[config.mk]
export PLATFORM = sky130hd
export DESIGN_NAME = prbs_stream_arbiter
export DESIGN_NICKNAME = d
export VERILOG_FILES = /design/src/rtl/prbs_stream_arbiter.sv
export SDC_FILE = /design/constraint.sdc
export NUM_CORES = 1
export LEC_CHECK = 0
export CAP_MARGIN = 10
export CORE_ASPECT_RATIO = 0.6
export CORE_MARGIN = 2
export CORE_UTILIZATION = 40
export DETAILED_ROUTE_END_ITERATION = 10
export PLACE_DENSITY = 0.83
export SYNTH_ARGS = -nofsm -noshare
export SYNTH_HDL_FRONTEND = slang
export SYNTH_SLANG_ARGS = --single-unit
[constraint.sdc]
create_clock -name clk -period 4.5 [get_ports clk]
set_input_delay 1.35 -clock clk [delete_from_list [all_inputs] [get_ports clk]]
set_output_delay 1.35 -clock clk [all_outputs]
set_load 0.05 [all_outputs]
[src/rtl/prbs_stream_arbiter.sv]
// ---------------------------------------------------------------------------
// prbs_stream_arbiter
//
// Purpose
//   Shares one external PRBS generator (sync active-high rst, enable,
//   data_out) among NUM_REQ requesters. Requesters are granted round-robin.
//   The generator can optionally be reseeded before a burst. The burst
//   streams req_len words over a valid/ready output tagged with the
//   requester id.
//
// Ports
//   clk, rst_n   single clock; asynchronous active-low reset
//   req_valid    per-requester burst request, held until req_ack
//   req_reseed   per-requester "reseed generator first", sampled at grant
//   req_len      per-requester word count, slice i = [i*LEN_W +: LEN_W];
//                0 means 2^LEN_W words; sampled at grant
//   req_ack      one-hot, registered, single-cycle grant pulse
//   gen_rst      registered reset to the generator (high in SEED / reset)
//   gen_enable   generator advance strobe = out_valid & out_ready
//   gen_data     generator data_out
//   out_valid    registered output-word valid
//   out_ready    downstream accept
//   out_data     combinational pass-through of gen_data
//   out_last     high with the final word of the burst
//   out_id       registered index of the granted requester
//   busy         high whenever the FSM is not IDLE
//   state_dbg    current FSM state (0 IDLE, 1 SEED, 2 STREAM)
//
// Handshake: a word transfers on every cycle where out_valid and out_ready
// are both high. Once out_valid is raised it stays high, with out_data
// unchanged, until that transfer happens. out_data is taken straight from
// the generator, and the generator advances only on a transfer.
// ---------------------------------------------------------------------------
`ifndef WORD_SIZE
`define WORD_SIZE 16
`endif

module prbs_stream_arbiter #(
    parameter  int NUM_REQ    = 4,
    parameter  int LEN_W      = 8,
    parameter  int DATA_WIDTH = `WORD_SIZE,
    localparam int ID_W       = $clog2(NUM_REQ)
) (
    input  logic                     clk,
    input  logic                     rst_n,
    input  logic [NUM_REQ-1:0]       req_valid,
    input  logic [NUM_REQ-1:0]       req_reseed,
    input  logic [NUM_REQ*LEN_W-1:0] req_len,
    output logic [NUM_REQ-1:0]       req_ack,
    output logic                     gen_rst,
    output logic                     gen_enable,
    input  logic [DATA_WIDTH-1:0]    gen_data,
    output logic                     out_valid,
    input  logic                     out_ready,
    output logic [DATA_WIDTH-1:0]    out_data,
    output logic                     out_last,
    output logic [ID_W-1:0]          out_id,
    output logic                     busy,
    output logic [1:0]               state_dbg
);

    typedef enum logic [1:0] {
        ST_IDLE   = 2'd0,
        ST_SEED   = 2'd1,
        ST_STREAM = 2'd2
    } state_t;

    state_t            state;
    state_t            state_next;
    logic [ID_W-1:0]   rr_ptr;
    logic [LEN_W-1:0]  count;

    logic              any_req;
    logic [ID_W-1:0]   winner;
    logic [ID_W:0]     cand_sum;
    logic [ID_W-1:0]   cand;
    logic              grant;
    logic              beat;
    logic [NUM_REQ-1:0] grant_onehot;

    // Per-requester word counts unpacked for indexed access by the winner.
    logic [LEN_W-1:0]  len_arr [NUM_REQ];

    for (genvar gi = 0; gi < NUM_REQ; gi++) begin : g_len
        assign len_arr[gi] = req_len[gi*LEN_W +: LEN_W];
    end

    // -----------------------------------------------------------------------
    // Round-robin search: candidates rr_ptr+1, rr_ptr+2, ... wrapping at
    // NUM_REQ. The sum is one bit wider so the wrap also works when NUM_REQ
    // is not a power of two.
    // -----------------------------------------------------------------------
    always_comb begin
        any_req  = 1'b0;
        winner   = rr_ptr;
        cand_sum = '0;
        cand     = '0;
        for (int k = 1; k <= NUM_REQ; k++) begin
            cand_sum = {1'b0, rr_ptr} + (ID_W+1)'(k);
            if (cand_sum >= (ID_W+1)'(NUM_REQ)) begin
                cand_sum = cand_sum - (ID_W+1)'(NUM_REQ);
            end
            cand = cand_sum[ID_W-1:0];
            if (!any_req && req_valid[cand]) begin
                any_req = 1'b1;
                winner  = cand;
            end
        end
    end

    assign grant        = (state == ST_IDLE) && any_req;
    assign beat         = out_valid && out_ready;
    assign grant_onehot = NUM_REQ'(1) << winner;

    // -----------------------------------------------------------------------
    // FSM: state register
    // -----------------------------------------------------------------------
    always_ff @(posedge clk or negedge rst_n) begin
        if (!rst_n) begin
            state <= ST_IDLE;
        end else begin
            state <= state_next;
        end
    end

    // -----------------------------------------------------------------------
    // FSM: next-state logic
    // -----------------------------------------------------------------------
    always_comb begin
        state_next = state;
        case (state)
            ST_IDLE: begin
                if (any_req) begin
                    state_next = req_reseed[winner] ? ST_SEED : ST_STREAM;
                end
            end
            ST_SEED: begin
                state_next = ST_STREAM;
            end
            ST_STREAM: begin
                // count holds "words remaining after this one".
                if (beat && (count == '0)) begin
                    state_next = ST_IDLE;
                end
            end
            default: begin
                state_next = ST_IDLE;
            end
        endcase
    end

    // -----------------------------------------------------------------------
    // FSM: combinational outputs
    // -----------------------------------------------------------------------
    always_comb begin
        busy       = (state != ST_IDLE);
        gen_enable = beat;
        out_last   = out_valid && (count == '0);
        out_data   = gen_data;
        state_dbg  = state;
    end

    // -----------------------------------------------------------------------
    // Registered outputs and burst bookkeeping.
    // out_valid and gen_rst are decoded from the next state, so each one is
    // a flop that lines up exactly with STREAM / SEED.
    // gen_rst resets to 1, so the generator is reseeded on the first clock
    // edge after rst_n is released.
    // -----------------------------------------------------------------------
    always_ff @(posedge clk or negedge rst_n) begin
        if (!rst_n) begin
            rr_ptr    <= ID_W'(NUM_REQ - 1);
            out_id    <= '0;
            req_ack   <= '0;
            count     <= '0;
            out_valid <= 1'b0;
            gen_rst   <= 1'b1;
        end else begin
            req_ack   <= '0;
            out_valid <= (state_next == ST_STREAM);
            gen_rst   <= (state_next == ST_SEED);
            if (grant) begin
                rr_ptr  <= winner;
                out_id  <= winner;
                req_ack <= grant_onehot;
                // A length of 0 wraps to all-ones, which gives 2^LEN_W beats.
                count   <= len_arr[winner] - LEN_W'(1);
            end else if (beat && (count != '0)) begin
                count <= count - LEN_W'(1);
            end
        end
    end

endmodule

; Yosys cells after proc, flatten, opt, wreduce, memory -nomap -nowiden
; Cells that the tools add are included.
[classes]
n_addsub = 10
magnitude_cmp = 10
n_eq_ne = 4
n_shift = 1
muxes = 32
bitwise_logic = 1
reduce_logical = 16
[op_table]
columns = op, count
row1 = 2-to-1 mux 8 bit, 4
row2 = 2-to-1 mux 2 bit, 11
row3 = binary-select mux 8 bit (select 2 bit), 1
row4 = subtractor 8 x 1 -> 8 bit (second input constant), 2
row5 = greater-or-equal comparator 3 bit (second input constant), 5
row6 = less-than comparator 2 x 3 -> 1 bit (second input constant), 5
row7 = binary-select mux 1 bit (select 2 bit), 5
row8 = 2-to-1 mux 1 bit, 9
row9 = logical AND 1 bit, 8
row10 = zero test 8 bit, 1
row11 = nonzero test 8 bit, 1
row12 = subtractor 2 x 1 -> 2 bit (second input constant), 4
row13 = adder 2 x 2 -> 3 bit (second input constant), 2
row14 = one-hot mux 2 bit (3 select lines), 1
row15 = equality test 2 x 1 -> 1 bit (second input constant), 2
row16 = equality test 2 bit (second input constant), 2
row17 = 2-to-1 mux 4 bit, 1
row18 = nonzero test 2 bit, 2
row19 = << shifter 1 x 2 -> 4 bit (first input constant), 1
row20 = adder 2 x 1 -> 3 bit (second input constant), 1
row21 = adder 2 x 3 -> 3 bit (second input constant), 1
row22 = zero test 1 bit, 3
row23 = inverter 2 -> 3 bit, 1
row24 = zero test 2 bit, 1
[totals]
ff_bits = 20
inputBits = 59
elab_cells = 81

; Longest topological paths before layout
; Gate-level depths: netlist of run 1.
[depth]
depth_word = 21
ltp_mapped = 12
mapped_depth_nobuf = 10

; Worst setup path before layout of run 1
; No wires, ideal clock.
[synth_path]
path_kind = input to register
from = input req_valid[1]
to = register count[5]
setup_time_ns = 0.126
arrival_time_ns = 3.257
required_ns = 4.374
setup_slack_ns = 1.117
stages = 8
cell_sequence = and3_2 -> a31o_2 -> nor2_4 -> mux2_2 -> o22ai_1 -> o211ai_4 -> or4_1 -> o311a_1
[synth_between]
elab_chain_cells = 18
elab_cells_between_ends = 30
classes_between = add/sub: 1 / mux: 20 / bitwise: 1 / reduce/logical: 8
[synth_lines]
columns = item, line_no
row1 = "start, declared", 46  ; input logic [NUM_REQ-1:0] req_valid,
row2 = binary-select mux 1 bit (select 2 bit), 104  ; if (!any_req && req_valid[cand]) begin
row3 = 2-to-1 mux 1 bit (implied by the code), 104
row4 = 2-to-1 mux 1 bit, 104
row5 = zero test 1 bit, 104
row6 = logical AND 1 bit, 104
row7 = 2-to-1 mux 1 bit, 104
row8 = zero test 1 bit, 104
row9 = logical AND 1 bit, 104
row10 = 2-to-1 mux 1 bit, 104
row11 = zero test 1 bit, 104
row12 = logical AND 1 bit, 104
row13 = 2-to-1 mux 2 bit, 104
row14 = inverter 2 -> 3 bit (implied by the code), 187  ; count <= len_arr[winner] - LEN_W'(1);
row15 = binary-select mux 8 bit (select 2 bit), 187
row16 = 2-to-1 mux 8 bit (implied by the code) (2 in a row), 187
row17 = subtractor 8 x 1 -> 8 bit, 187
row18 = 2-to-1 mux 8 bit, 182  ; if (grant) begin
row19 = "end signal, assigned", 187
row20 = "end signal, assigned", 189  ; count <= count - LEN_W'(1);
row21 = "end, declared", 71  ; logic [LEN_W-1:0] count;
; Parallel ways exist; a longest one is shown, timed or not. The select of a mux whose other input is x is not followed.
; A chain may end at the register's enable or synchronous reset.

; Final worst setup path of run 1
[layout_path]
from = input req_valid[3]
to = register count[4]
; The elaborated chain is that of the path after synthesis.

==> key figures, run 1 <==
Status
  • Status: finished, final reports clean

Layout
  • Share of layout cells above drive strength 1: 16.36%
  • Layout Nets: 281
  • # diodes: 0
  • Final Cell Area: 0.002107 mm2
  • Synthesis-to-layout area growth: 34.72%

Yosys
  • Synth Area in Compound Gates: 22.00%
  • Share of the synthesized area in the top cell type: 27.20%
  • Simple-Gate Fraction of Synth Area: 24.64%
  • Syn Nets: 240
  • Adder and majority gate portion of the synthesized area: 0.8000%
  • Syn Inst Count: 180
  • Count leader, synth: nand2_1
  • Post-synth top cells: nand2_1 (28), buf_4 (18), dfrtp_1 (17)
  • Post-synthesis sequential area ratio: 32.24%
  • Post-synth top flop: dfrtp_1
  • Synth Area in XOR/XNOR: 0%
  • Number of synthesis warnings: 0
  • Mapped Area: 0.001564 mm2
  • Largest family of logic cells by synthesized area: simple AND/OR/NAND/NOR gates
  • Distinct cells, synth: 52
  • Most area-consuming cells after synthesis: dfrtp_1 (27%), buf_4 (8.6%), nand2_1 (6.7%), mux2i_1 (6.4%), dfstp_2 (5.0%)
  • Post-synth top area cell: dfrtp_1
  • Post-synth EDFFs: 0
  • #FFs+latches synth: 20
  • Syn Area/Cell: 8.689 um2
  • Multiplexer share of the synthesized area: 10.00%
  • Synth async-reset ratio: 100.0%

Setup path
  • Worst setup SP type: input port
  • CP Max Fanout: 7
  • CP endpoint kind: register
  • Slowest stage cell on the critical path: clkdlybuf4s50_1
  • Worst reg2reg path depth: 8
  • Crit path arrival time: 4.02 ns
  • CP required: 4.66 ns
  • Crit path cell chain: clkdlybuf4s50_1, nand2b_2, a31o_2, nor2_4, mux2_2, o22ai_1, or2_2, ha_1, o2111ai_1, nand2b_1, o211a_1
  • Reg-to-Reg Start: rr_ptr[1]
  • Max incr delay on CP: 0.60 ns
  • Register-to-register setup slack: 1.67 ns
  • R2r endpoint: count[5]
  • WS Path Type: in2reg

Hold path
  • Hold worst-path end: out_id[0]
  • Worst Hold Class: reg2reg
  • Hold path cells: 2
  • Hold Crit Start: out_id[0]

Pwr
  • Comb pwr share: 63.8%
  • Reg power frac: 23.9%
  • Switching share of power: 47.80%
  • VDD IR max: 417.7 uV
  • Share of total power in the clock network: 12.2%
  • Psw: 0.7048 mW
  • Power Internal: 0.7697 mW
  • Power per Cell Area: 699.8 mW/mm2
  • Leakage: 0.8557 nW

Clock tree
  • Max Buffers Root-to-Sink: 2
  • Root Driver: clkbuf_8
  • Hold_buf cts: 0
  • Worst-path clk slew: 0.08 ns
  • H-tree Lvls: 1
  • Sinks on the clock net: 20
  • Post-CTS sizing: 0
  • Worst-Skew Late Latency: 0.26 ns
  • CTS tree: done
  • Post-CTS setup buffer count: 0
  • CTS Buf Count: 3

Detailed routing
  • Routed Antenna Nets: 0
  • Final routed DRC violation total: 0
  • Total wire length: 4.102 mm
  • Vias/cell: 5.517
  • Via count: 1473
  • First-pass DRT Iterations: 4
  • WL/cell: 15.36 um
  • DRT iter0 DRCs: 55

GRT
  • Gr usage total: 19.51%
  • Grt total ovfl: 0
  • Largest net degree at the start of global routing: 21
  • Vias in the first global route: 1341
  • First-pass GRT wire length: 6.706 mm
  • Initial antenna violation count: 0

Die
  • Die ar.: 0.004443 mm2
  • # rows: 17
  • Die Ht: 52.44 um
  • Initial Util: 42.26%
  • I/O pins: 88
  • CORE AREA: 0.003701 mm2
  • Die X-Extent: 84.73 um

Timing
  • Fmax: 0.2588 GHz
  • Worst slew margin: 40.21%
  • Setup TNS: 0 ns
  • Final setup viols: 0
  • RSZ-0062 raised after global routing: false
  • Fin crit period: 3.864 ns
  • Pins Over Slew Limit: 0
  • Final setup skew: 0.002536 ns
  • Final hold vios: 0
  • Tcrit/Tclk final: 85.86%
  • Worst slew pin tran: 0.8941 ns

Place
  • DPL Wire Length: 3.329 mm
  • RePlAce Congestion: 0.8378
  • Dpl cell area: 0.002036 mm2
  • IO buf count: 55

Job
  • Max-Cap Viols: 0
==> stage by stage <==
stage | total power, mW | instances | worst slack, ns | hold WS (ns) | utilization (%)
2_1_floorplan | 1.076 | 180 | 1.117 | 0.4615 | -
3_3_place_gp | 1.282 | 263 | 0.4134 | 0.4731 | 55.00
3_5_place_dp | 1.293 | 263 | 0.3807 | 0.4879 | 55.00
4_1_cts | 1.480 | 267 | 0.6297 | 0.5073 | 56.93
5_1_grt | 1.586 | 267 | 0.4285 | 0.5480 | 56.93
6_report | 1.475 | 267 | 0.6361 | 0.4966 | 56.93
==> per-layer routing <==
| metal | routed length (um) | track usage [%] | share of wire (%) | vias to the layer above |
|---|---|---|---|---|
| met5 | 0 | 0 | 0 | - |
| met4 | 0 | 1.587 | 0 | 0 |
| met3 | 297 | 6.142 | 7.2 | 0 |
| met2 | 1772 | 30.18 | 43 | 57 |
| met1 | 2032 | 27.85 | 50 | 693 |
| li1 | - | - | - | 723 |
==> flip-flops by register name (all words and copies together) (netlist names) <==
signal / count
out_valid: 1
state_dbg: 2
rr_ptr: 2
req_ack: 4
count: 8
gen_rst: 1
out_id: 2
==> critical path, delay by kind of cell <==
kind	cells	cell delay, ns
buf+inv	1	0.60
compound gates	4	0.84
mux	1	0.37
fa+ha+maj	1	0.17
simple gates	4	0.69
==> power by group through the flow <==
stage	sequential (mW)	clock, mW	combinational [mW]
finish	0.353	0.181	0.941
global route	0.365	0.191	1.03
CTS	0.351	0.187	0.942
detailed placement	0.354	0	0.939
global placement	0.352	0	0.930
floorplan	0.445	0	0.631
==> worst max path at each step <==
stage	from	to	cells after the start
floorplan	req_valid[1]	count[5]	8
global placement	req_valid[1]	count[4]	11
detailed placement	req_valid[3]	count[6]	11
CTS	req_valid[3]	count[6]	11
global route	req_valid[3]	count[6]	11
finish	req_valid[3]	count[4]	11
==> cell type report <==
type,instances,area [um2]
clock buffers,3,41.29
clock inverters,1,30.03
fillers,344,1594
inverters,1,3.754
multi-input cells,137,898.4
flip-flops and latches,20,504.2
well taps,47,58.81
repair buffers,58,570.5
==> kinds of logic after synthesis <==
kind of cell	after synthesis
mux	15
buf+inv	23
compound gates	44
flops	20
fa+ha+maj	1
simple gates	77
==> cells in the final DEF (no fill, tap or decap), types with 2 or more instances in the layout <==
master / instances
clkdlybuf4s50_1: 54
nand2_1: 28
dfrtp_1: 17
nor2_1: 12
mux2i_1: 10
nand3_1: 9
a21oi_1: 9
o21ai_0: 7
nor3_1: 5
mux2_2: 5
nor4_1: 4
buf_4: 4
a31oi_1: 3
or2_2: 3
o211a_1: 3
clkbuf_8: 3
dfstp_2: 3
a31o_2: 2
a211o_1: 2
o22ai_1: 2
and2_1: 2
o311a_1: 2
(Power assumes the default switching activity.)
==> inputs of run 2 (changes only) <==
--- a/config.mk
+++ b/config.mk
@@ -9,7 +9,9 @@
 export CORE_ASPECT_RATIO = 0.6
 export CORE_MARGIN = 2
 export CORE_UTILIZATION = 40
+export CTS_CLUSTER_SIZE = 24
 export DETAILED_ROUTE_END_ITERATION = 10
+export HOLD_SLACK_MARGIN = 0.1
 export PLACE_DENSITY = 0.83
 export SYNTH_ARGS = -nofsm -noshare
 export SYNTH_HDL_FRONTEND = slang
==> results of run 2 <==
Final layout, timing and power as in run 1 (identical DEF).
==> inputs of run 3 (changes only) <==
--- a/config.mk
+++ b/config.mk
@@ -8,11 +8,11 @@
 export CAP_MARGIN = 10
 export CORE_ASPECT_RATIO = 0.6
 export CORE_MARGIN = 2
-export CORE_UTILIZATION = 40
+export CORE_UTILIZATION = 35
 export CTS_CLUSTER_SIZE = 24
 export DETAILED_ROUTE_END_ITERATION = 10
 export HOLD_SLACK_MARGIN = 0.1
-export PLACE_DENSITY = 0.83
+export PLACE_DENSITY = 0.77
 export SYNTH_ARGS = -nofsm -noshare
 export SYNTH_HDL_FRONTEND = slang
 export SYNTH_SLANG_ARGS = --single-unit
==> constraint.sdc (replaced) <==
create_clock -name clk -period 3.2 [get_ports clk]
set_input_delay 0.96 -clock clk [delete_from_list [all_inputs] [get_ports clk]]
set_output_delay 0.96 -clock clk [all_outputs]
set_load 0.05 [all_outputs]
==> key figures, run 3 (same netlist as run 1, synthesis figures left out) <==
Layout
  • Sequential cell area: 504.2 um2 (unchanged)
  • Largest register by flop count: count (unchanged)
  • Final Cell Area: 0.002521 mm2 (was 0.002107 mm2)
  • Layout Nets: 317 (was 281)
  • Fillers: 382 (was 344)
  • Biggest regs: count: 8 flops, req_ack: 4 flops (unchanged)
  • Synthesis-to-layout area growth: 61.20% (was 34.72%)
  • Max FFs per register: 8 (unchanged)
  • Commonest non-fill, non-tap cell in the layout: clkdlybuf4s50_1 (unchanged)
  • Most frequent cells in the layout: clkdlybuf4s50_1 (49), buf_4 (38), nand2_1 (25) (was clkdlybuf4s50_1 (54), nand2_1 (28), dfrtp_1 (17))
  • Multi-input gate area: 0.001017 mm2 (was 898.4 um2)
  • # diodes: 0 (unchanged)
  • Share of layout cells above drive strength 1: 33.59% (was 16.36%)

Setup path
  • WS Path Type: in2reg (unchanged)
  • Slowest stage cell on the critical path: or4_1 (was clkdlybuf4s50_1)
  • CP required: 3.36 ns (was 4.66 ns)
  • CP bufs+invs: 2 (was 1)
  • Crit path arrival time: 3.22 ns (was 4.02 ns)
  • Max incr delay on CP: 0.54 ns (was 0.60 ns)
  • CP endpoint kind: register (unchanged)
  • CP Max Fanout: 4 (was 7)
  • Worst reg2reg path depth: 9 (was 8)
  • R2r endpoint: count[5] (unchanged)
  • Register-to-register setup slack: 0.51 ns (was 1.67 ns)
  • Crit path cell chain: dlygate4sd2_1, or3_4, buf_4, and2_2, a211o_1, o221ai_2, o211ai_4, or4_1, o311a_1 (was clkdlybuf4s50_1, nand2b_2, a31o_2, nor2_4, mux2_2, o22ai_1, or2_2, ha_1, o2111ai_1, nand2b_1, o211a_1)
  • Worst setup SP type: input port (unchanged)
  • Reg-to-Reg Start: rr_ptr[1] (unchanged)
  • CP delay by family, top: simple AND/OR/NAND/NOR gates (was compound AO/OA/AOI/OAI gates)

Timing
  • Final hold vios: 0 (unchanged)
  • Fmax: 0.3267 GHz
  • Fin crit period: 3.061 ns
  • Worst slew pin tran: 0.5066 ns (was 0.8941 ns)
  • Final setup viols: 0 (unchanged)
  • Worst slew margin: 66.12% (was 40.21%)
  • Setup WS post-layout: 0.1387 ns (was 0.6361 ns)
  • Pins Over Slew Limit: 0 (unchanged)
  • Final setup skew: 0.004156 ns (was 0.002536 ns)
  • Tcrit/Tclk final: 95.67%
  • RSZ-0062 raised after global routing: false (unchanged)
  • Worst hold slack: 0.4990 ns (was 0.4966 ns)

GRT
  • Largest net degree at the start of global routing: 21 (unchanged)
  • Initial antenna violation count: 0 (unchanged)
  • Grt total ovfl: 0 (unchanged)
  • Gr usage total: 18.95% (was 19.51%)
  • First-pass GRT wire length: 7.797 mm (was 6.706 mm)
  • Vias in the first global route: 1559 (was 1341)

Clock tree
  • CTS Buf Count: 3 (unchanged)
  • Sinks on the clock net: 20 (unchanged)
  • Hold_buf cts: 0 (unchanged)
  • H-tree Lvls: 1 (unchanged)
  • Worst-Skew Late Latency: 0.27 ns (was 0.26 ns)
  • Worst-path clk slew: 0.08 ns (about the same)
  • CTS tree: done (unchanged)
  • Root Driver: clkbuf_8 (unchanged)
  • Max Buffers Root-to-Sink: 2 (unchanged)

Pwr
  • Comb pwr share: 69.8% (was 63.8%)
  • Share of total power in the clock network: 10.4% (was 12.2%)
  • Leakage: 1.069 nW (was 0.8557 nW)
  • Power Internal: 1.349 mW (was 0.7697 mW)
  • Psw: 1.168 mW (was 0.7048 mW)
  • Reg power frac: 19.9% (was 23.9%)
  • Power per Cell Area: 998.6 mW/mm2 (was 699.8 mW/mm2)
  • Pwr Total: 2.518 mW (was 1.475 mW)
  • VDD IR max: 425.9 uV (was 417.7 uV)
  • Switching share of power: 46.41% (was 47.80%)

Hold path
  • Worst Hold Class: reg2reg (unchanged)
  • Hold worst-path end: out_id[1] (was out_id[0])
  • Hold Crit Start: out_id[1] (was out_id[0])
  • Hold path cells: 2 (unchanged)

Die
  • Die X-Extent: 90.30 um (was 84.73 um)
  • I/O pins: 88 (unchanged)
  • CORE AREA: 0.004189 mm2 (was 0.003701 mm2)
  • Die ar.: 0.005037 mm2 (was 0.004443 mm2)
  • Die Ht: 55.78 um (was 52.44 um)
  • # rows: 18 (was 17)
  • Initial Util: 37.34% (was 42.26%)

Detailed routing
  • First-pass DRT Iterations: 4 (unchanged)
  • Final routed DRC violation total: 0 (unchanged)
  • Via count: 1681 (was 1473)
  • WL met1: 2.444 mm (was 2.032 mm)
  • DRT iter0 DRCs: 101 (was 55)
  • WL/cell: 15.33 um (was 15.36 um)
  • Routed Antenna Nets: 0 (unchanged)
  • Total wire length: 4.843 mm (was 4.102 mm)
  • Met2 WL: 2.128 mm (was 1.772 mm)
  • Top routing layer in use: met4 (was met3)
  • Vias/cell: 5.320 (was 5.517)
  • Metal3 WL: 262 um (was 297 um)

Place
  • IO buf count: 55 (unchanged)
  • RePlAce Congestion: 0.8630 (was 0.8378)
  • Dpl cell area: 0.002317 mm2 (was 0.002036 mm2)
  • DPL Wire Length: 3.786 mm (was 3.329 mm)
  • Pre-CTS WS: -0.3504 ns (was 0.3807 ns)

Status
  • Status: finished, final reports clean (unchanged)

Job
  • Max-Cap Viols: 0 (unchanged)
-- run 3: cell types whose count changed in the layout (fill, tap and decap cells not counted), moves of 2 or more --
cell             delta
buf_4              +34
clkdlybuf4s50_1     -5
nand2_1             -3
nand2_2             +3
nor3_1              -3
nor3_2              +3
dlygate4sd2_1       +2
dlymetal6s2s_1      +2
-- run 3: worst max path at each step --
stage                  from       end  slack [ns]  cells past startpoint
2_1_floorplan  req_valid[1]  count[5]        0.21                      8
3_3_place_gp   req_valid[0]  count[7]       -0.29                     10
3_5_place_dp   req_valid[3]  count[7]       -0.35                     10
4_1_cts        req_valid[2]  count[6]        0.03                     12
5_1_grt        req_valid[0]  count[7]        0.09                     10
6_report       req_valid[0]  count[5]        0.14                      9
-- run 3: power by group through the flow --
stage	clock, mW	sequential, mW	combinational [mW]
after floorplan	0	0.626	0.887
after global placement	0	0.497	1.57
after detailed placement	0	0.494	1.60
after CTS	0.265	0.491	1.62
after global routing	0.275	0.518	1.89
final	0.261	0.500	1.76
-- run 3: timing repair --
item	in CTS	in global routing
hold endpoints to repair	0	0
pin swaps	2	5
resized for setup	7	18
endpoints found under the setup margin	4	6
setup buffers	0	1
gates cloned	0	1
-- run 3: metal layers --
| layer | vias up | track usage, % |
|---|---|---|
| met2 | 52 | 29.75 |
| met3 | 2 | 4.607 |
| met1 | 832 | 27.64 |
| met4 | 0 | 1.319 |
| li1 | 795 | - |
| met5 | - | 0 |
-- run 3: through the flow --
stage | std cells | util (%) | TNS, ns
finish | 316 | 60.19 | 0
global route | 316 | 60.19 | 0
CTS | 314 | 57.44 | 0
detailed placement | 310 | 55.32 | -1.650
global placement | 310 | 55.32 | -1.410
floorplan | 180 | - | 0
-- run 3: worst register-to-register path: stages, from the launching register on --
cell	delay, ns
dfstp_2	0.66
mux2i_1	0.25
a22oi_2	0.13
buf_4	0.15
and2_2	0.21
a211o_1	0.31
o221ai_2	0.10
o211ai_4	0.11
or4_1	0.54
o311a_1	0.12
-- run 3: layout make-up --
type	count	share of cell area [%]
clock buffers	3	1.638
clock inverters	1	1.191
inverters	1	0.1489
multi-input cells	138	40.35
flip-flops and latches	20	20.00
well taps	60	2.978
repair buffers	93	33.70
